[config.mk]
export PLATFORM = sky130hd
export DESIGN_NAME = glyph_fetch_arb
export DESIGN_NICKNAME = d
export VERILOG_FILES = /design/src/rtl/glyph_fetch_arb_pkg.sv /design/src/rtl/glyph_lat_pipe.sv /design/src/rtl/glyph_fetch_arb.sv
export SDC_FILE = /design/constraint.sdc
export NUM_CORES = 1
export LEC_CHECK = 0
export BUFFER_PORTS_ARGS = -buffer_cell sky130_fd_sc_hd__clkbuf_2
export CORE_MARGIN = 4
export CORE_UTILIZATION = 40
export DETAILED_ROUTE_END_ITERATION = 8
export GPL_TIMING_DRIVEN = 0
export PLACE_DENSITY = 0.8
export SLEW_MARGIN = 20
export SYNTH_ARGS = -nofsm -noshare
export SYNTH_HDL_FRONTEND = slang
export SYNTH_HIERARCHICAL = 1
export SYNTH_SLANG_ARGS = --single-unit
[constraint.sdc]
create_clock -name clk -period 1.25 [get_ports clk]
set_input_delay 0.0625 -clock clk [delete_from_list [all_inputs] [get_ports clk]]
set_output_delay 0.0625 -clock clk [all_outputs]
set_load 0.02 [all_outputs]
[src/rtl/glyph_fetch_arb_pkg.sv]
// Shared font-fetch definitions: address geometry, port tag type and the
// {code,row} byte-address packing used by glyph_fetch_arb.
package glyph_fetch_arb_pkg;

    localparam int unsigned FONT_AW    = 11;
    localparam int unsigned GLYPH_ROWS = 8;
    localparam int unsigned ROW_W      = $clog2(GLYPH_ROWS);

    typedef enum logic {
        PORT_P0 = 1'b0,
        PORT_P1 = 1'b1
    } port_tag_t;

    function automatic logic [FONT_AW-1:0] glyph_addr(input logic [7:0]       code,
                                                      input logic [ROW_W-1:0] row);
        return {code, row};
    endfunction

endpackage

[src/rtl/glyph_lat_pipe.sv]
// ROM_LAT-deep valid/tag shift register matching the font-ROM read latency,
// so each returning byte can be steered to the port that issued it.
module glyph_lat_pipe
    import glyph_fetch_arb_pkg::*;
#(
    parameter int unsigned ROM_LAT = 2
) (
    input  logic      clk,
    input  logic      reset,
    input  logic      issue_valid,
    input  port_tag_t issue_tag,
    output logic      ret_valid,
    output port_tag_t ret_tag
);

    logic [ROM_LAT-1:0] vld_q;
    port_tag_t          tag_q [ROM_LAT];

    always_ff @(posedge clk) begin
        if (reset) begin
            vld_q <= '0;
        end else begin
            vld_q[0] <= issue_valid;
            for (int unsigned i = 1; i < ROM_LAT; i++) begin
                vld_q[i] <= vld_q[i-1];
            end
        end
    end

    // Tags are only meaningful alongside a set valid bit, so they skip reset.
    always_ff @(posedge clk) begin
        tag_q[0] <= issue_tag;
        for (int unsigned i = 1; i < ROM_LAT; i++) begin
            tag_q[i] <= tag_q[i-1];
        end
    end

    always_comb begin
        ret_valid = vld_q[ROM_LAT-1];
        ret_tag   = tag_q[ROM_LAT-1];
    end

endmodule

[src/rtl/glyph_fetch_arb.sv]
// Two-port font-ROM fetch arbiter (video p0, CPU readback p1), one issue per cycle.
// Define GLYPH_ARB_ROUND_ROBIN_EN for alternating tie grants; default is p0 priority.
module glyph_fetch_arb #(
    parameter int unsigned ROM_LAT = 2
) (
    input  logic        clk,
    input  logic        reset,
    input  logic        p0_req_valid,
    output logic        p0_req_ready,
    input  logic [7:0]  p0_code,
    input  logic [2:0]  p0_row,
    output logic        p0_rsp_valid,
    output logic [7:0]  p0_rsp_data,
    input  logic        p1_req_valid,
    output logic        p1_req_ready,
    input  logic [7:0]  p1_code,
    input  logic [2:0]  p1_row,
    output logic        p1_rsp_valid,
    output logic [7:0]  p1_rsp_data,
    output logic        rom_ce,
    output logic        rom_oce,
    output logic        rom_reset,
    output logic [10:0] rom_ad,
    input  logic [7:0]  rom_dout
);

    import glyph_fetch_arb_pkg::*;

    logic      grant0;
    logic      grant1;
    logic      prio_p1;
    logic      ret_valid;
    port_tag_t ret_tag;
    port_tag_t issue_tag;
    logic      hit0;
    logic      hit1;
    logic [7:0] hold0_q;
    logic [7:0] hold1_q;

`ifdef GLYPH_ARB_ROUND_ROBIN_EN
    // Last-granted port loses the next tie; reset leaves p0 favoured.
    always_ff @(posedge clk) begin
        if (reset) begin
            prio_p1 <= 1'b0;
        end else if (grant0 || grant1) begin
            prio_p1 <= grant0;
        end
    end
`else
    always_comb prio_p1 = 1'b0;
`endif

    always_comb begin
        grant0 = 1'b0;
        grant1 = 1'b0;
        if (!reset) begin
            if (p0_req_valid && p1_req_valid) begin
                grant0 = !prio_p1;
                grant1 = prio_p1;
            end else begin
                grant0 = p0_req_valid;
                grant1 = p1_req_valid;
            end
        end
    end

    always_comb begin
        p0_req_ready = grant0;
        p1_req_ready = grant1;
        rom_ce       = grant0 || grant1;
        rom_oce      = !reset;
        rom_reset    = reset;
        issue_tag    = grant1 ? PORT_P1 : PORT_P0;
        rom_ad       = '0;
        if (grant1) begin
            rom_ad = glyph_addr(p1_code, p1_row);
        end else if (grant0) begin
            rom_ad = glyph_addr(p0_code, p0_row);
        end
    end

    glyph_lat_pipe #(
        .ROM_LAT (ROM_LAT)
    ) u_lat_pipe (
        .clk         (clk),
        .reset       (reset),
        .issue_valid (rom_ce),
        .issue_tag   (issue_tag),
        .ret_valid   (ret_valid),
        .ret_tag     (ret_tag)
    );

    always_comb begin
        hit0 = !reset && ret_valid && (ret_tag == PORT_P0);
        hit1 = !reset && ret_valid && (ret_tag == PORT_P1);
    end

    always_ff @(posedge clk) begin
        if (reset) begin
            hold0_q <= '0;
            hold1_q <= '0;
        end else begin
            if (hit0) hold0_q <= rom_dout;
            if (hit1) hold1_q <= rom_dout;
        end
    end

    // The byte passes straight through in its return cycle; the hold register
    // only covers the idle cycles afterwards, and reset forces zero at once.
    always_comb begin
        p0_rsp_valid = hit0;
        p1_rsp_valid = hit1;
        p0_rsp_data  = '0;
        p1_rsp_data  = '0;
        if (!reset) begin
            p0_rsp_data = hit0 ? rom_dout : hold0_q;
            p1_rsp_data = hit1 ? rom_dout : hold1_q;
        end
    end

endmodule

==> reports/summary.txt, run 1 <==
Clock insertion delay at the later pin of the skew report: 0.31 ns
Data arrival time of the critical path: 1.46 ns
Worst path setup slack after routing: -0.272 ns
Vias in the first global route: 1009
Syn_area_per_cell: 10.6 um2
Sequential fraction of design power: 0.431
Worst slew margin: 0.853
Sequential share of the synthesized area: 0.414
Cell with the biggest individual delay on the critical path: dfxtp_2
Yosys synthesis warning count: 6
Number of different library cells in the post-synthesis netlist: 16
Data required time at the worst endpoint: 1.19 ns
Clock-pin slew on the worst setup and hold paths: 0.12 ns
Run status: finished, violations left
Worst Path Max Fanout: 8
Period utilization: 1.22
Hold Crit Start: rom_dout[3]
Crit path from: u_lat_pipe/vld_q[1]
Sw Ratio: 0.254
Effective utilization at floorplan: 0.429
Hold Fails Final Rpt: 0
Net switching power figure: 388 uW
PnR Total Power: 1530 uW
Highest-count cells in the layout ignoring fill and taps: 53 x clkbuf_2, 24 x nand2b_1, 18 x dfxtp_1
Final estimated routing congestion in global placement: 0.803
Total Routing Usage GR: 0.168
Number of antenna violations at the first check in global routing: 0
Antenna-violating nets left: 0
Unrepaired setup endpoints after global routing: true
Remaining design rule violation count: 0
Dpl cell area: 1340 um2
Failing checks: setup timing
WL/cell: 14.7 um
Maximum clock rate: 657 MHz
Sum of net half-perimeters after detailed placement: 2160 um
Clock share of power: 0.353
Die width: 57.2 um
# Max-Cap Violations: 0
Internal: 1140 uW
Top Family by Delay on Critical Path: flip-flops
Count of pins on the block boundary: 68
Final setup violation count: 17
Num Clock Sinks: 20
Ratio of routed vias to standard cells: 4.92
Clock tree from TritonCTS: built
Die H: 57.2 um
Number of placement rows: 17
Combinational power share: 0.215
Placeable core region: 2250 um2
First-pass iteration count of the detailed router: 3
Crit Reg-Reg Startpoint: u_lat_pipe/vld_q[1]
Number of buffers added on ports: 67
Synth Register Bits: 20
Total length of routed wires: 2910 um
TritonCTS buffer count: 3
Lkg Pwr: 0.000788 uW
Pin count of the biggest net entering global routing: 13
Peak per-stage delay on the critical path: 0.35 ns
Count of antenna diodes in the layout: 0
Crit end category: output pin
Die area: 3270 um2
Net count reported at finish: 205
Master cell of the clock root buffer: clkbuf_4
H-tree depth: 1
Congestion Overflow GR: 0
Summed instance area of the synthesized netlist: 967 um2
Critical path startpoint category: flip-flop
Global-route wire length before repair: 4330 um
Most common cell after layout, fill and taps aside: clkbuf_2
Share of cells above drive strength 1: 0.629
Final critical-path required period: 1.52 ns
Type of the setup path with the least slack: reg -> out
Worst Tran Pin Value: 0.220 ns
Cell count after synthesis: 91
Final Slew Violations: 0
Iteration-0 DRC Markers: 13
Biggest area consumer among synthesized cells: dfxtp_1
Post-synth top area share: 0.414
Buffer and inverter count on the worst path: 2
Number of filler instances in the final layout: 158
Clk_skew: 0.00299 ns
VDD IR max: 0.000831 V
Synth top area cells: dfxtp_1 41%, mux2i_1 17%, nand2b_1 16%
Worst-path cell chain: buf_12 > nand2_4 > mux2i_4 > clkbuf_4
Number of vias after detailed routing: 975
PD cells: 898 nW/um2
Final instance area: 1700 um2
Hold Path Class: in -> reg
Net count after synthesis: 125
DP Worst Slack: 0.00957 ns
Largest buffer count on any clock path: 2
Syn-to-layout area delta: 75.8%
Post-Route Utilization: 0.754
worst reg2reg max path, delay by kind of cell, from the launching register on:
kind | cells | cell delay (ns)
buffers and inverters | 2 | 0.31
DFF | 1 | 0.37
and+or+nand+nor | 1 | 0.16
muxes | 1 | 0.27
metal layers:
metal,GRT usage,routed length [um],part of all wire
met1,0.184,1070,0.37
met5,0,0,0
met3,0.0633,285,0.098
met2,0.297,1480,0.51
met4,0.0563,85,0.029
sequential cells by signal (all words and copies together), names as in the netlist:
| register | flops |
|---|---|
| hold0_q | 8 |
| hold1_q | 8 |
| u_lat_pipe/tag_q | 2 |
| u_lat_pipe/vld_q | 2 |
power groups by stage:
stage	clock (uW)	combinational [uW]	sequential [uW]
3_3_place_gp	0	262	670
3_5_place_dp	0	269	671
4_1_cts	539	298	658
5_1_grt	583	351	660
6_report	540	329	659
2_1_floorplan	0	157	670
area by class of cell:
| cell class | count | area, um2 | share of cell area |
|---|---|---|---|
| clock buffers | 3 | 22.5 | 0.0132 |
| repair buffers | 75 | 482 | 0.283 |
| plain buffers | 8 | 82.6 | 0.0486 |
| multi-input cells | 62 | 642 | 0.377 |
| flip-flops and latches | 20 | 403 | 0.237 |
| well taps | 28 | 35.0 | 0.0206 |
| inverters | 1 | 3.75 | 0.00221 |
| clock inverters | 1 | 30.0 | 0.0177 |
stage by stage:
stage / hold slack [ns] / instances / TNS (ns)
floorplan: 0.134 / 91 / -0.148
global placement: 0.300 / 186 / 0
detailed placement: 0.309 / 186 / 0
CTS: 0.0470 / 197 / -3.88
global route: 0.0861 / 198 / -5.03
finish: 0.0866 / 198 / -3.80
cell families (layout without fill, tap and decap cells):
group	after synthesis	count (layout)	synth area share
AO/OA/AOI/OAI	11	11	0.114
buffers and inverters	9	88	0.0763
AND/OR/NAND/NOR	35	35	0.230
multiplexers	16	16	0.166
flip-flops	20	20	0.414
worst paths after layout:
check | cells past startpoint | end | slack [ns]
max reg2reg | 4 | hold0_q[7] | 0.09
max | 4 | p1_rsp_data[0] | -0.27
min reg2reg | 0 | u_lat_pipe/tag_q[0][1] | 0.33
min | 3 | hold0_q[3] | 0.09
synthesized netlist by cell type, drive strengths merged:
| library cell | number |
|---|---|
| mux2i | 16 |
| nand2b | 24 |
| buf | 8 |
| dfxtp | 20 |
| nor2 | 3 |
| inv | 1 |
| nor2b | 4 |
| and3 | 1 |
| a32o | 11 |
| and2 | 1 |
| nor3b | 1 |
| nand2 | 1 |
what timing repair did:
item,CTS,global route
endpoints found under the setup margin,16,18
pin swaps,0,1
resized for setup,24,43
hold buffers,1,0
hold endpoints to repair,2,0
setup buffers,6,2
(Power assumes the default switching activity.)
==> inputs of run 2 (changes only) <==
CORE_UTILIZATION = 36   (was 40)
PLACE_DENSITY = 0.71   (was 0.8)
clock period = 1.3 ns   (was 1.25 ns; I/O delays follow)
==> reports/summary.txt, run 2 (synthesized netlist as in run 1, its figures left out) <==
Clock tree from TritonCTS: built
PnR Total Power: 1230 uW
Number of placement rows: 18
TritonCTS buffer count: 3
Worst path setup slack after routing: -0.159 ns
Sw Ratio: 0.276
Share of cells above drive strength 1: 0.659
Iteration-0 DRC Markers: 17
Failing checks: setup timing
First-pass iteration count of the detailed router: 4
Worst Path Max Fanout: 8
Net count reported at finish: 212
Hold Path Class: in -> reg
VDD IR max: 0.000466 V
Critical path startpoint category: flip-flop
Antenna-violating nets left: 0
Clock share of power: 0.225
Final estimated routing congestion in global placement: 0.824
Total Routing Usage GR: 0.159
Number of antenna violations at the first check in global routing: 0
Count of antenna diodes in the layout: 0
Sequential fraction of design power: 0.511
Run status: finished, violations left
Data arrival time of the critical path: 1.39 ns
H-tree depth: 1
Regs by FF count: hold0_q: 8 flops, hold1_q: 8 flops
PD cells: 696 nW/um2
Master cell of the clock root buffer: clkbuf_4
Final Slew Violations: 0
Remaining design rule violation count: 0
Die area: 3580 um2
Final critical-path required period: 1.46 ns
Total length of routed wires: 3030 um
Clk_skew: 0.000274 ns
Clock-pin slew on the worst setup and hold paths: 0.10 ns
Pin count of the biggest net entering global routing: 11
Period utilization: 1.12
Worst Tran Pin Value: 0.194 ns
Die width: 59.8 um
# Max-Cap Violations: 0
Ratio of routed vias to standard cells: 5.09
Most common cell after layout, fill and taps aside: clkbuf_2
Internal: 893 uW
Worst slew margin: 0.868
Number of vias after detailed routing: 1049
Data required time at the worst endpoint: 1.24 ns
Largest buffer count on any clock path: 2
WL/cell: 14.7 um
Crit end category: output pin
Num Clock Sinks: 20
Vias in the first global route: 980
Clock insertion delay at the later pin of the skew report: 0.29 ns
Post-Route Utilization: 0.703
Number of buffers added on ports: 67
Congestion Overflow GR: 0
Effective utilization at floorplan: 0.383
Combinational power share: 0.264
Syn-to-layout area delta: 83.4%
Highest-count cells in the layout ignoring fill and taps: 49 x clkbuf_2, 24 x nand2b_1, 21 x buf_4
Lkg Pwr: 0.000801 uW
Unrepaired setup endpoints after global routing: true
Count of pins on the block boundary: 68
Type of the setup path with the least slack: reg -> out
Die H: 59.8 um
Hold Fails Final Rpt: 0
Global-route wire length before repair: 4230 um
Sum of net half-perimeters after detailed placement: 2150 um
Final setup violation count: 16
Net switching power figure: 341 uW
Maximum clock rate: 685 MHz
Placeable core region: 2520 um2
-- run 2: cell count changes in the layout (fill, tap and decap cells not counted), moves of 2 or more --
cell	delta
clkbuf_2	-4
buf_2	-2
mux2i_1	-2
buf_4	+13
mux2i_2	+2
-- run 2: through the flow --
step / worst slack [ns] / cells / area (um2) / setup TNS (ns) / hold WS [ns]
after floorplan: 0.0315 / 91 / 967 / 0 / 0.137
after global placement: 0.0817 / 188 / 1340 / 0 / 0.303
after detailed placement: 0.0302 / 188 / 1340 / 0 / 0.313
after CTS: -0.164 / 200 / 1520 / -2.24 / 0.0544
final: -0.159 / 206 / 1770 / -2.05 / 0.126
after global routing: -0.207 / 206 / 1770 / -2.98 / 0.120
-- run 2: cell type report --
type	count	area, um2
clock buffer	3	22.5
buffer	8	82.6
fill	191	748
tap	30	37.5
multi-input combinational	62	669
sequential	20	405
inverter	1	3.75
timing repair buffer	82	553
-- run 2: path summary, 6_finish.rpt --
check | slack [ns] | end | cells after the start | from
worst min register to register | 0.33 | u_lat_pipe/tag_q[0][1] | 0 | u_lat_pipe/tag_q[0][0]
worst max register to register | 0.11 | hold1_q[4] | 5 | u_lat_pipe/tag_q[0][1]
worst min-delay path | 0.13 | hold1_q[7] | 3 | rom_dout[7]
worst max-delay path | -0.16 | p0_rsp_data[7] | 4 | u_lat_pipe/vld_q[1]
-- run 2: layer usage --
layer | up-vias | track usage | part of all wire
met1 | 490 | 0.182 | 0.35
met5 | - | 0 | 0
li1 | 497 | - | -
met4 | 0 | 0.0665 | 0.012
met3 | 4 | 0.0238 | 0.077
met2 | 58 | 0.290 | 0.56
-- run 2: critical path: stages, from the launching register on --
cell and delay [ns]:
dfxtp_2 0.35, nor2b_4 0.16, buf_12 0.17, mux2i_2 0.25, buf_4 0.18
-- run 2: what timing repair did --
action	CTS	global route
pin swaps	0	0
buffers inserted	8	6
hold buffers	1	0
gates resized for setup	26	59
endpoints found under the hold margin	2	0
setup endpoints to repair	16	18
-- run 2: power by group through the flow --
stage / registers [uW] / clock network, uW / logic, uW
after global placement: 645 / 0 / 254
after global routing: 632 / 316 / 349
final: 631 / 277 / 326
after CTS: 632 / 287 / 284
after floorplan: 644 / 0 / 151
after detailed placement: 645 / 0 / 260
